### config.mk
export PLATFORM = sky130hd
export DESIGN_NAME = muldiv_seq
export DESIGN_NICKNAME = d
export VERILOG_FILES = /design/src/rtl/muldiv_pkg.sv /design/src/rtl/muldiv_div_core.sv /design/src/rtl/muldiv_seq.sv
export SDC_FILE = /design/constraint.sdc
export NUM_CORES = 2
export LEC_CHECK = 0
export BUFFER_PORTS_ARGS = -buffer_cell sky130_fd_sc_hd__buf_2
export CORE_MARGIN = 2
export CORE_UTILIZATION = 40
export CTS_BUF_LIST = sky130_fd_sc_hd__clkbuf_8
export CTS_CLUSTER_SIZE = 14
export DETAILED_ROUTE_END_ITERATION = 7
export HOLD_SLACK_MARGIN = 0.06
export PLACE_DENSITY = 0.55
export SLEW_MARGIN = 15
export SYNTH_ARGS = -nofsm -noshare
export SYNTH_HDL_FRONTEND = slang
export SYNTH_SLANG_ARGS = --single-unit
### constraint.sdc
create_clock -name clk -period 11.9 [get_ports clk]
set_input_delay 2.38 -clock clk [delete_from_list [all_inputs] [get_ports clk]]
set_output_delay 2.38 -clock clk [all_outputs]
set_load 0.005 [all_outputs]
### src/rtl/muldiv_pkg.sv
// Shared types and constants for the HI/LO multiply/divide sequencer.
package muldiv_pkg;

   typedef logic [31:0] word_t;

   typedef enum logic [3:0] {
      MD_NONE  = 4'd0,
      MD_MULT  = 4'd1,
      MD_MULTU = 4'd2,
      MD_DIV   = 4'd3,
      MD_DIVU  = 4'd4,
      MD_MADD  = 4'd5,
      MD_MADDU = 4'd6,
      MD_MSUB  = 4'd7,
      MD_MSUBU = 4'd8
   } muldiv_op_t;

   typedef enum logic [1:0] {
      ST_IDLE = 2'd0,
      ST_MUL  = 2'd1,
      ST_DIV  = 2'd2,
      ST_DONE = 2'd3
   } muldiv_state_t;

   localparam int DIV_ITERS = 32;

   // Low 64 bits of the product of the extended operands equal the exact
   // signed (sgn=1) or unsigned (sgn=0) 32x32 product.
   function automatic logic [63:0] mul64(input word_t x, input word_t y, input logic sgn);
      logic [63:0] xe;
      logic [63:0] ye;
      xe = {{32{sgn & x[31]}}, x};
      ye = {{32{sgn & y[31]}}, y};
      return xe * ye;
   endfunction

endpackage

### src/rtl/muldiv_div_core.sv
// Restoring divider datapath: one quotient bit per step, sign fix on the outputs.
module muldiv_div_core
   import muldiv_pkg::*;
(
   input  logic  clk,
   input  logic  reset,
   input  logic  load,
   input  logic  step,
   input  logic  is_signed,
   input  word_t dividend,
   input  word_t divisor,
   output word_t quo_fixed,
   output word_t rem_fixed
);

   word_t       rem_reg;
   word_t       quo_reg;
   word_t       dvs_reg;
   logic        neg_q_reg;
   logic        neg_r_reg;

   logic [32:0] shifted;
   logic [32:0] trial;
   logic        fits;
   word_t       rem_next;
   word_t       quo_next;
   logic        neg_a;
   logic        neg_b;

   assign neg_a = is_signed & dividend[31];
   assign neg_b = is_signed & divisor[31];

   // Outputs already include the step in progress so the final one can be
   // captured by the sequencer on the same edge that completes it.
   always_comb begin
      shifted   = {rem_reg, quo_reg[31]};
      trial     = shifted - {1'b0, dvs_reg};
      fits      = ~trial[32];
      rem_next  = fits ? trial[31:0] : shifted[31:0];
      quo_next  = {quo_reg[30:0], fits};
      quo_fixed = neg_q_reg ? (~quo_next + 32'd1) : quo_next;
      rem_fixed = neg_r_reg ? (~rem_next + 32'd1) : rem_next;
   end

   always_ff @(posedge clk or posedge reset) begin
      if (reset) begin
         rem_reg   <= '0;
         quo_reg   <= '0;
         dvs_reg   <= '0;
         neg_q_reg <= 1'b0;
         neg_r_reg <= 1'b0;
      end else if (load) begin
         rem_reg   <= '0;
         quo_reg   <= neg_a ? (~dividend + 32'd1) : dividend;
         dvs_reg   <= neg_b ? (~divisor + 32'd1) : divisor;
         neg_q_reg <= neg_a ^ neg_b;
         neg_r_reg <= neg_a;
      end else if (step) begin
         rem_reg <= rem_next;
         quo_reg <= quo_next;
      end
   end

endmodule

### src/rtl/muldiv_seq.sv
// Multi-cycle MULT/DIV sequencer driving stall and a one-cycle HI/LO write.
// Define MULDIV_MADD_EN to accept MADD/MADDU/MSUB/MSUBU.
module muldiv_seq
   import muldiv_pkg::*;
#(
   parameter int MUL_LAT = 3
) (
   input  logic       clk,
   input  logic       reset,
   input  logic       start,
   input  muldiv_op_t op,
   input  word_t      a,
   input  word_t      b,
   input  word_t      hi_in,
   input  word_t      lo_in,
   input  logic       cancel,
   output logic       stall,
   output logic       valid,
   output word_t      hi,
   output word_t      lo
);

   muldiv_state_t state;
   logic [4:0]    count;
   logic [63:0]   mul_res;

   logic          accept_mul;
   logic          accept_div;
   logic          go;
   logic          mul_signed;
   logic [63:0]   prod;
   logic [63:0]   mul_next;
   word_t         quo_fixed;
   word_t         rem_fixed;

`ifdef MULDIV_MADD_EN
   always_comb begin
      accept_mul = (op == MD_MULT) || (op == MD_MULTU) || (op == MD_MADD) ||
                   (op == MD_MADDU) || (op == MD_MSUB) || (op == MD_MSUBU);
      mul_signed = (op == MD_MULT) || (op == MD_MADD) || (op == MD_MSUB);
      prod       = mul64(a, b, mul_signed);
      // Accumulator is sampled together with the operands, so the whole
      // 64-bit result is settled before entering MUL.
      case (op)
         MD_MADD, MD_MADDU: mul_next = {hi_in, lo_in} + prod;
         MD_MSUB, MD_MSUBU: mul_next = {hi_in, lo_in} - prod;
         default:           mul_next = prod;
      endcase
   end
`else
   logic unused_acc;
   assign unused_acc = ^{hi_in, lo_in};

   always_comb begin
      accept_mul = (op == MD_MULT) || (op == MD_MULTU);
      mul_signed = (op == MD_MULT);
      prod       = mul64(a, b, mul_signed);
      mul_next   = prod;
   end
`endif

   assign accept_div = (op == MD_DIV) || (op == MD_DIVU);
   assign go         = (state == ST_IDLE) && start && !cancel && (accept_mul || accept_div);
   assign stall      = go || (state == ST_MUL) || (state == ST_DIV);
   assign valid      = (state == ST_DONE) && !cancel;

   muldiv_div_core u_div (
      .clk       (clk),
      .reset     (reset),
      .load      (go && accept_div),
      .step      (state == ST_DIV),
      .is_signed (op == MD_DIV),
      .dividend  (a),
      .divisor   (b),
      .quo_fixed (quo_fixed),
      .rem_fixed (rem_fixed)
   );

   always_ff @(posedge clk or posedge reset) begin
      if (reset) begin
         state   <= ST_IDLE;
         count   <= '0;
         mul_res <= '0;
         hi      <= '0;
         lo      <= '0;
      end else begin
         case (state)
            ST_IDLE: begin
               if (go) begin
                  if (accept_div) begin
                     count <= 5'(DIV_ITERS - 1);
                     state <= ST_DIV;
                  end else begin
                     mul_res <= mul_next;
                     count   <= 5'(MUL_LAT - 1);
                     state   <= ST_MUL;
                  end
               end
            end
            ST_MUL: begin
               if (cancel) begin
                  state <= ST_IDLE;
               end else if (count == 5'd0) begin
                  hi    <= mul_res[63:32];
                  lo    <= mul_res[31:0];
                  state <= ST_DONE;
               end else begin
                  count <= count - 5'd1;
               end
            end
            ST_DIV: begin
               if (cancel) begin
                  state <= ST_IDLE;
               end else if (count == 5'd0) begin
                  hi    <= rem_fixed;
                  lo    <= quo_fixed;
                  state <= ST_DONE;
               end else begin
                  count <= count - 5'd1;
               end
            end
            default: state <= ST_IDLE;
         endcase
      end
   end

endmodule

# [Word-level counts from Yosys, hierarchy flattened]
# Cells that the tools add are included.
[totals] wordCells=93 reg_bits=233 inputBits=136 out_inout_bits=66
[classes] reduce_logical=21 bitwise_logic=11 eq_ne=15 addsub=6 mul=1 mux=29
[ops] operator="$mux W32" count=17
[ops] operator="$add A32 B1 Y32 const B" count=4
[ops] operator="$not A32 Y32" count=4
[ops] operator="$pmux W32 S2" count=2
[ops] operator="$mul A33 B33 Y64" count=1
[ops] operator="$sub A33 B32 Y33" count=1
[ops] operator="$mux W5" count=4
[ops] operator="$ne A2 B2 Y1 const B" count=6
[ops] operator="$pmux W5 S2" count=1
[ops] operator="$eq A4 B2 Y1 const B" count=2
[ops] operator="$mux W2" count=4
[ops] operator="$reduce_bool A2 Y1" count=3
[ops] operator="$logic_and A1 B1 Y1" count=5
[ops] operator="$logic_not A5 Y1" count=1
[ops] operator="$logic_or A1 B1 Y1" count=5
[ops] operator="$reduce_and A5 Y1" count=1
[ops] operator="$sub A5 B1 Y5 const B" count=1
[ops] operator="$and A1 B1 Y1" count=4
[ops] operator="$eq A2 B2 Y1 const B" count=2
[ops] operator="$eq A4 B1 Y1 const B" count=1
[ops] operator="$eq A4 B3 Y1 const B" count=1
[ops] operator="$pmux W2 S2" count=1
[ops] operator="$reduce_and A4 Y1" count=1
[ops] operator="$ne A3 B1 Y1 const B" count=1
[ops] operator="other kinds (9)" count=10

# [Logic depth before layout (Yosys ltp)]
[logic_depth] depth_word=8 depth_mapped=32 ltp_nobuf=31

# [By module]
# A second synthesis with hierarchy kept.
[hier_totals] cells_unflattened=5864 hier_area_um2=52406.5
[modules_own_cells] module="muldiv_seq" area_per_inst_um2=43181.4 cells_each=4694 seq_area_each_um2=3378.2 instances=1
[modules_own_cells] module="muldiv_div_core" area_per_inst_um2=9225.1 cells_each=1170 seq_area_each_um2=2452.4 instances=1

# [Worst setup path before layout]
# No wires, ideal clock.
[synth_path] path_kind="input to register" start="in op[1]" end="reg mul_res[58]" setup_slack_ps=1323 path_buffers=2 setup_time_ps=133 stages=26 t_required_ps=11767 arrival_ps=10444 cell_sequence="nor4b_1 clkbuf_1 clkbuf_1 and3_1 fa_1 fa_1 fa_1 inv_1 fa_1 fa_1 fa_1 fa_1 fa_1 inv_1 ha_1 a21o_1 a21o_1 a21oi_1 o21a_1 o21ai_0 a2111oi_0 o31ai_1 a41o_1 a21oi_1 xor2_1 o21ai_0"
[synth_via] elab_chain_cells=5 word_cells_on_any_way=13 classes_between="mul (1); eq/ne (4); bitwise (3); reduce/logical (5)"
[synth_lines] element="start, declared" line="muldiv_seq.sv:11" source="input muldiv_op_t op,"
[synth_lines] element="parallel branches: the longest is 5 deep, another holds $mul A33 B33 Y64"
[synth_lines] element="end signal, assigned" line="muldiv_seq.sv:94" source="mul_res <= mul_next;"
[synth_lines] element="end, declared" line="muldiv_seq.sv:25" source="logic [63:0] mul_res;"
# Several ways; the timed one is not identified.
# A chain may end at the register's enable or synchronous reset.

# [Final worst setup path]
[layout_path] start="in op[1]" end="reg mul_res[63]"
# Same word-level chain as after synthesis.

==> results.txt <==
----------------------------------------------------
[Synthesis]
  Number of synthesized flops with an enable pin ... 0
  Distinct cell type count of the synthesized netlist ... 74
  Post-synthesis instance area ... 52600 um^2
  Register bit count reported by yosys ... 233
  Share of the yosys chip area belonging to registers ... 11.1%
  Avg Cell Area, Syn ... 8.81 um^2
  Fraction of synthesis flops using an asynchronous set or reset pin ... 100%
  Main synth FF type ... sky130_fd_sc_hd__dfrtp_1
  Synthesized netlist cell count ... 5968
  Post-Synthesis Net Count ... 7485
  Number of warnings reported in the yosys synthesis log ... 0

[Clock network]
  Clock root buffer master ... sky130_fd_sc_hd__clkbuf_8
  Clock insertion delay at the later pin of the skew report ... 590 ps
  Number of buffers inserted by post-CTS setup repair ... 0
  Total CTS buffers ... 38
  Post-CTS Resized ... 0
  TritonCTS clock tree ... built
  H-tree levels ... 2
  Max Root-Sink Buffers ... 3
  Clock transition time at the flip-flop clock pins of the worst setup and hold paths ... 60 ps
  Post-cts hold buffer count ... 0
  Sinks on Clock Net ... 233

[Global route]
  Largest net degree at the start of global routing ... 154
  Antenna violations before repair ... 18
  Global-route wire length before repair ... 249 mm
  Final global-route overflow total ... 0
  Global-route usage over all layers ... 24.1%
  Number of global-route vias before repair ... 41.7k

[STA]
  Max-slew headroom at the worst pin ... 25.0%
  Fin Clk Skew ... 40.9 ps
  Worst setup margin ... 1050 ps
  RSZ-0062 raised after global routing ... no
  Period minus WS final ... 10850 ps
  Number of max-slew violations in the final report ... 0
  Setup-failing EPs final ... 0
  Fin. Hold Viols ... 0
  Summed negative setup slack over all endpoints ... 0 ps
  Peak Freq ... 92.2 MHz
  Transition at the pin with the smallest max-transition slack ... 1130 ps
  Period Utilization, post-route ... 91.2%

[Worst setup path]
  Most frequent cell on the critical path ... sky130_fd_sc_hd__fa_1
  Max incr delay on CP ... 660 ps
  CP Max Fanout ... 8
  Data arrival, critical path ... 11270 ps
  Worst endpoint required time ... 12320 ps
  WS Path Type ... in2reg
  R2r worst-path depth ... 21
  Standard cell with the maximum stage delay on the critical path ... sky130_fd_sc_hd__fa_2
  Nature of the critical path startpoint ... input port
  Setup crit end kind ... flop
  Reg2reg setup slack ... 5560 ps
  R2r startpoint ... u_div.quo_reg[31]
  Terminus of the critical flop-to-flop path ... hi[30]

[Final layout]
  Most frequent standard cell in the layout excluding fill and tap cells ... sky130_fd_sc_hd__inv_1
  Flip-flop count of the largest register, all copies and words added ... 64
  Count of nets after finishing ... 7399
  Most frequent cells in the layout ... sky130_fd_sc_hd__inv_1 (1209), sky130_fd_sc_hd__fa_1 (1125), sky130_fd_sc_hd__nand2_1 (1074)
  Share of final-layout standard cells stronger than drive strength 1 ... 5.99%
  Most flops, register ... mul_res
  Signed area change from the synthesized netlist to the final layout ... 6.16%

[Route]
  Antenna-violating nets left ... 0
  Routed vias/inst ... 5.17
  Count of TritonRoute iterations in the first routing pass ... 5
  DRT Wirelength ... 159 mm
  WL/cell ... 20.7 um
  First-iteration detailed-routing DRC count ... 2683
  Vias after detailed routing ... 39.6k
  Total DRC errors in the routed layout ... 0

[Floorplan]
  Floorplan core area ... 131000 um^2
  Floorplan row count ... 133
  Width of the die ... 367 um
  Number of top-level pins ... 202
  Area enclosed by the die boundary ... 134000 um^2
  Initial cell density of the core ... 40.2%
  Die Y-Extent ... 367 um

[Hold path]
  Endpoint of the worst hold path ... lo[25]
  Startpoint of the tightest hold check path ... lo[25]
  Min-Delay Path Depth ... 1
  Tightest Hold Check Type ... reg2reg

[Placement]
  GPL Wtd Cong ... 0.872
  Setup slack at placement ... 378 ps
  Detailed-placement wirelength estimate ... 126 mm
  I/O Buffers ... 137

[Job]
  Count of max-cap constraint violations ... 0

[Outcome]
  Outcome ... completed

----------------------------------------------------
==> worst max-delay path, delay by kind of cell <==
kind | cells | cell delay, ps
adder cells (fa/ha/maj) | 9 | 4590
buffers and inverters | 10 | 1300
AND/OR/NAND/NOR | 3 | 830
XOR/XNOR | 1 | 330
AO/OA/AOI/OAI | 11 | 1810
==> final cells by class <==
class,count,area [um^2]
sequential,233,5830
timing repair buffer,250,1560
antenna,5,12.5
multi-input combinational,4153,40800
clock buffer,45,619
inverter,1206,4540
tap,1755,2200
clock inverter,22,236
fill,13100,75100
==> stage by stage <==
stage,instance area [um^2],utilization (%),hold WS (ps),instances
after floorplan,52600,-,442,5968
after global placement,55000,42.0,454,7597
after detailed placement,55000,42.0,461,7597
after CTS,55800,42.6,475,7664
after global routing,55800,42.6,496,7665
final,55800,42.6,472,7669
==> cells in the mapped netlist, types with 14 or more instances <==
master	instances	area share [%]
sky130_fd_sc_hd__inv_1	1204	8.6
sky130_fd_sc_hd__fa_1	1126	43
sky130_fd_sc_hd__nand2_1	1075	7.7
sky130_fd_sc_hd__clkbuf_1	311	2.2
sky130_fd_sc_hd__and2_1	298	3.5
sky130_fd_sc_hd__o21ai_0	289	2.8
sky130_fd_sc_hd__ha_1	255	6.1
sky130_fd_sc_hd__dfrtp_1	233	11
sky130_fd_sc_hd__nor2_1	159	1.1
sky130_fd_sc_hd__a21oi_1	132	1.3
sky130_fd_sc_hd__xnor2_1	112	1.9
sky130_fd_sc_hd__xor2_1	105	1.7
sky130_fd_sc_hd__mux2i_1	79	1.5
sky130_fd_sc_hd__a21o_1	67	0.96
sky130_fd_sc_hd__buf_1	56	0.40
sky130_fd_sc_hd__nor3_1	45	0.43
sky130_fd_sc_hd__and3_1	32	0.38
sky130_fd_sc_hd__a211oi_1	31	0.44
sky130_fd_sc_hd__nand3_1	30	0.29
sky130_fd_sc_hd__o31ai_1	28	0.40
sky130_fd_sc_hd__nand2b_1	25	0.30
sky130_fd_sc_hd__or3_1	23	0.27
sky130_fd_sc_hd__a31oi_1	21	0.25
sky130_fd_sc_hd__o21a_1	18	0.26
sky130_fd_sc_hd__nor4_1	17	0.20
sky130_fd_sc_hd__o41ai_1	17	0.28
sky130_fd_sc_hd__nor2b_1	14	0.17
==> logic make-up (layout without fill, tap and decap cells) <==
group / Yosys count / after routing / share of synthesized area [%]
other: 0 / 5 / 0
multiplexers: 87 / 87 / 1.70
flip-flops: 233 / 233 / 11.1
adder cells (fa/ha/maj): 1381 / 1381 / 48.9
AND/OR/NAND/NOR: 1777 / 1777 / 15.2
XOR/XNOR: 217 / 217 / 3.61
buffers and inverters: 1582 / 1523 / 11.4
AO/OA/AOI/OAI: 691 / 691 / 8.07
==> layer usage <==
metal	track usage (%)	vias to the layer above	part of all wire [%]
met5	0	-	0.072
met4	5.30	22	2.4
met3	3.62	189	7.0
met2	39.2	1209	47
met1	34.0	20400	44
li1	-	17800	-
==> worst max path at each step <==
stage	to	startpoint
after floorplan	mul_res[58]	op[1]
final	mul_res[63]	op[1]
after global routing	mul_res[62]	op[1]
after global placement	mul_res[62]	op[1]
after CTS	mul_res[63]	op[1]
after detailed placement	mul_res[63]	op[1]
Power is not shown: default switching activity piles up to over one toggle a cycle in this logic, so the estimate is an artifact.
